## src/rtl/fifo_read_ctrl.sv

```systemverilog
// Read-domain pointer/flag controller for the dual-clock FIFO: synchronizes the Gray write pointer, tracks the read pointer.
// Optional almost-empty flag is built when FIFO_ALMOST_EMPTY_EN is defined.
module fifo_read_ctrl #(
  parameter int ADDR_WIDTH  = 4,
  parameter int SYNC_STAGES = 2
`ifdef FIFO_ALMOST_EMPTY_EN
  ,
  parameter int ALMOST_EMPTY_THRESH = 2
`endif
) (
  input  logic                  clk,
  input  logic                  reset,
  input  logic [ADDR_WIDTH:0]   wptr_gray_async,
  input  logic                  rd_en,
  output logic [ADDR_WIDTH-1:0] rd_addr,
  output logic [ADDR_WIDTH:0]   rptr_gray,
  output logic                  empty,
  output logic [ADDR_WIDTH:0]   level,
  output logic                  underflow
`ifdef FIFO_ALMOST_EMPTY_EN
  ,
  output logic                  almost_empty
`endif
);

  localparam int PW = ADDR_WIDTH + 1;

  logic [PW-1:0] sync_q [SYNC_STAGES];
  logic [PW-1:0] wptr_sync;
  logic [PW-1:0] wbin_sync;
  logic [PW-1:0] rptr_bin_q, rptr_bin_d;
  logic [PW-1:0] rptr_gray_q, rptr_gray_d;
  logic [PW-1:0] level_q, level_d;
  logic          empty_q, empty_d;
  logic          underflow_q, underflow_d;
  logic          rd_fire;

  function automatic logic [PW-1:0] gray2bin(input logic [PW-1:0] g);
    logic [PW-1:0] b;
    b[PW-1] = g[PW-1];
    for (int i = PW - 2; i >= 0; i--) begin
      b[i] = b[i+1] ^ g[i];
    end
    return b;
  endfunction

  // Plain flop chain: nothing may sit between stages of the synchronizer.
  always_ff @(posedge clk) begin
    if (reset) begin
      for (int i = 0; i < SYNC_STAGES; i++) begin
        sync_q[i] <= '0;
      end
    end else begin
      sync_q[0] <= wptr_gray_async;
      for (int i = 1; i < SYNC_STAGES; i++) begin
        sync_q[i] <= sync_q[i-1];
      end
    end
  end

  assign wptr_sync = sync_q[SYNC_STAGES-1];
  assign wbin_sync = gray2bin(wptr_sync);

  always_comb begin
    rd_fire     = rd_en & ~empty_q;
    rptr_bin_d  = rptr_bin_q + {{ADDR_WIDTH{1'b0}}, rd_fire};
    rptr_gray_d = rptr_bin_d ^ (rptr_bin_d >> 1);
    // Full-width compare: the MSB separates a full lap from an empty FIFO.
    empty_d     = (rptr_gray_d == wptr_sync);
    level_d     = wbin_sync - rptr_bin_d;
    underflow_d = underflow_q | (rd_en & empty_q);
  end

  always_ff @(posedge clk) begin
    if (reset) begin
      rptr_bin_q  <= '0;
      rptr_gray_q <= '0;
      level_q     <= '0;
      empty_q     <= 1'b1;
      underflow_q <= 1'b0;
    end else begin
      rptr_bin_q  <= rptr_bin_d;
      rptr_gray_q <= rptr_gray_d;
      level_q     <= level_d;
      empty_q     <= empty_d;
      underflow_q <= underflow_d;
    end
  end

`ifdef FIFO_ALMOST_EMPTY_EN
  localparam logic [PW-1:0] AE_THRESH = PW'(ALMOST_EMPTY_THRESH);
  logic almost_empty_q;

  always_ff @(posedge clk) begin
    if (reset) begin
      almost_empty_q <= 1'b1;
    end else begin
      almost_empty_q <= (level_d <= AE_THRESH);
    end
  end

  assign almost_empty = almost_empty_q;
`endif

  assign rd_addr   = rptr_bin_q[ADDR_WIDTH-1:0];
  assign rptr_gray = rptr_gray_q;
  assign empty     = empty_q;
  assign level     = level_q;
  assign underflow = underflow_q;

endmodule

```

## config.mk

```make
export PLATFORM = sky130hd
export DESIGN_NAME = fifo_read_ctrl
export DESIGN_NICKNAME = d
export VERILOG_FILES = /design/src/rtl/fifo_read_ctrl.sv
export SDC_FILE = /design/constraint.sdc
export NUM_CORES = 1
export LEC_CHECK = 0
export ABC_CLOCK_PERIOD_IN_PS = 2800
export BUFFER_PORTS_ARGS = -buffer_cell sky130_fd_sc_hd__buf_2
export CELL_PAD_IN_SITES_DETAIL_PLACEMENT = 1
export CELL_PAD_IN_SITES_GLOBAL_PLACEMENT = 1
export CORE_ASPECT_RATIO = 0.5
export CORE_MARGIN = 5
export CORE_UTILIZATION = 40
export DETAILED_ROUTE_END_ITERATION = 8
export GPL_TIMING_DRIVEN = 1
export PLACE_DENSITY_LB_ADDON = 0.05
export REMOVE_ABC_BUFFERS = 1
export SLEW_MARGIN = 40
export SYNTH_ARGS = -nofsm -noshare
export SYNTH_HDL_FRONTEND = slang
export SYNTH_SLANG_ARGS = --single-unit
```

## constraint.sdc

```tcl
create_clock -name clk -period 2.8 [get_ports clk]
set_input_delay 0.28 -clock clk [delete_from_list [all_inputs] [get_ports clk]]
set_output_delay 0.28 -clock clk [all_outputs]
set_load 0.01 [all_outputs]
```

==> flow_summary.ini <==
[power_and_ir_drop]
p_total_w = 0.0008595
p_sw_share_pct = 23.17
cellLeakagePower_nw = 0.6001
clockPowerShare_pct = 35.9
peakVddDrop_uv = 345.8
cellInternalPower_w = 0.0006604
p_comb_share_pct = 16.6
p_per_area_nw_per_um2 = 647.5
p_switching_w = 0.0001992
seqPwrFrac_pct = 47.5

[setup_path]
cp-end-kind = flip-flop
start_kind = flip-flop
critPathMaxFanout = 3
r2r_cells = 11
required_ns = 2.95
arrival_ns = 2.78
rrSetupSlack_ns = 0.17
r2r_end = level[4]
r2r-start = sync_q[0][9]
critPathKind = flip-flop to flip-flop

[clock_tree]
clk_latency_ns = 0.27
htree_num_levels = 1
clk_path_buf_depth = 2
clock_sinks = 26
numCtsBuffers = 3
path_clk_slew_ns = 0.09
cts_root_buf = clkbuf_8
cts_tree = yes

[routing]
dr.pass1.iters = 2
drt_first_iter_violations = 22
avgViaCountPerCell = 4.521
wl_per_cell_um = 12.29
drc = 0
route.vias.total = 755
drt_wl_total_um = 2053
ant_nets = 0

[worst_hold_path]
worst_hold_path_type = input port to flip-flop
hp-start = wptr_gray_async[4]
hold_depth = 2
min_to = sync_q[0][4]

[global_routing]
grt_pass1_wl_um = 3298
overflow = 0
antenna_found_initial = 0
grt_pass1_vias = 700
grt_max_degree = 27
grt_use_total_pct = 11.10

[place]
place_area_um2 = 1249
gp_congestion = 0.7408
port_buffers = 23
dp_slack_ns = 0.1495
dp_hpwl_um = 1538

[final_layout]
final_common_cell = dfxtp_1
final_area_um2 = 1328
nets = 145
drive_gt1_share_pct = 25.38
final_cell_mix = 26 x dfxtp_1, 23 x buf_2, 14 x nor2_1
num_antenna_cells = 0
fillers = 301
syn2layout_area_growth_pct = 22.94

[timing]
fin_worst_skew_ns = 0.002815
fmax_mhz = 380.1
finalSetupViolations = 0
rsz0062_at_grt = false
slew_viol_final = 0
hold_viol_final = 0
hold_slack_ns = 0.2117
fin_crit_sh_pct = 93.96
tns_ns = 0
worst_slack_ns = 0.1692
period_needed_ns = 2.631
slew-limit-headroom_pct = 68.15
tightest_slew_ns = 0.4778

[die]
die_y_um = 46.74
core-area_um2 = 2586
start_util_pct = 41.75
dieArea_um2 = 3902
die_w_um = 83.48
rows = 13
boundaryPins = 24

[flow_run]
drv_cap = 0

[logic_synthesis]
yosysWarnings = 0
seq_area_frac_synth_pct = 48.20
synth.distinct_cells = 25
netlist_instances = 103
syn_area_um2 = 1080
avgSynthCellArea_um2 = 10.48
ys_seq_elements = 26

[outcome]
outcome = completed
## cells by family (layout without fill, tap and decap cells)
logic type / Yosys count / in the layout / share of synthesized area (%)
AO/OA/AOI/OAI: 9 / 9 / 5.910
XOR/XNOR: 20 / 20 / 18.89
adder cells (fa/ha/maj): 7 / 7 / 8.691
buffers and inverters: 5 / 32 / 1.738
flip-flops: 26 / 26 / 48.20
AND/OR/NAND/NOR: 36 / 36 / 16.57
## repair_timing
| action | CTS | global route |
|---|---|---|
| endpoints found under the setup margin | 0 | 1 |
| hold buffers | 0 | 0 |
| setup buffers | 0 | 0 |
| resized for setup | 0 | 1 |
## critical path, stage by stage (launching register included)
cell and delay [ns]:
dfxtp_1 0.36, xnor2_2 0.24, xnor2_1 0.20, xor2_1 0.24, xnor2_1 0.15, ha_1 0.16
inv_1 0.06, fa_1 0.41, a21o_1 0.20, maj3_2 0.31, xnor2_1 0.13, nor2_1 0.05
## Yosys cell counts
master | number | area, µm²
dfxtp_1 | 26 | 520.5
nor2_1 | 14 | 52.55
nor2b_1 | 13 | 81.33
xnor2_1 | 12 | 105.1
ha_1 | 5 | 62.56
xor2_1 | 5 | 43.79
nand2_1 | 4 | 15.01
inv_1 | 3 | 11.26
a21o_1 | 2 | 15.01
a21oi_1 | 2 | 10.01
clkbuf_1 | 2 | 7.510
nand3_1 | 2 | 10.01
a21boi_1 | 1 | 7.510
a41o_1 | 1 | 10.01
and2_1 | 1 | 6.260
and3b_1 | 1 | 8.760
fa_1 | 1 | 20.02
maj3_2 | 1 | 11.26
nor3_1 | 1 | 5.000
o211ai_1 | 1 | 7.510
o21ai_0 | 1 | 5.000
o2bb2ai_1 | 1 | 8.760
xnor2_2 | 1 | 16.27
xnor3_1 | 1 | 22.52
xor2_2 | 1 | 16.27
## how the worst max path moves through the flow
stage | slack [ns] | end | startpoint
floorplan | 0.21 | level[4] | sync_q[0][9]
global placement | 0.21 | level[4] | sync_q[0][9]
detailed placement | 0.15 | level[4] | sync_q[0][9]
CTS | 0.11 | level[4] | sync_q[0][9]
global route | 0.02 | level[4] | sync_q[0][9]
finish | 0.17 | level[4] | sync_q[0][9]
## layer usage
layer | vias up | global-route usage [%] | part of all wire (%)
met5 | - | 0 | 0
met4 | 0 | 2.885 | 0
met3 | 0 | 4.378 | 6.3
met2 | 17 | 17.36 | 41
met1 | 354 | 14.77 | 53
li1 | 384 | - | -
## power groups by stage
stage	Sequential, W	Clock (W)	Combinational (W)
finish	0.000408	0.000309	0.000142
global route	0.000411	0.000332	0.000161
CTS	0.000408	0.000314	0.000145
detailed placement	0.000417	0	0.000144
global placement	0.000415	0	0.000141
floorplan	0.000427	0	0.0000825
## registers in the layout, summed over array words and instances (netlist names)
register	count
sync_q	10
level	5
rptr_gray	4
empty	1
underflow	1
rptr_bin_q	5
## per-stage QoR
step | util, % | std cells
after floorplan | - | 101
after global placement | 48.28 | 163
after detailed placement | 48.28 | 163
after CTS | 51.04 | 167
after global routing | 51.33 | 167
final | 51.33 | 167
## area by class of cell
type                    instances  area [µm²]  share of cell area (%)
well taps                      37       46.29                   3.487
flip-flops and latches         26       520.5                   39.21
repair buffers                 25       130.1                   9.802
clock inverters                 1       30.03                   2.262
clock buffers                   3       41.29                   3.110
inverters                       3       11.26                  0.8483
multi-input cells              72       548.0                   41.28
No activity file was read; power rests on OpenSTA's default activity.
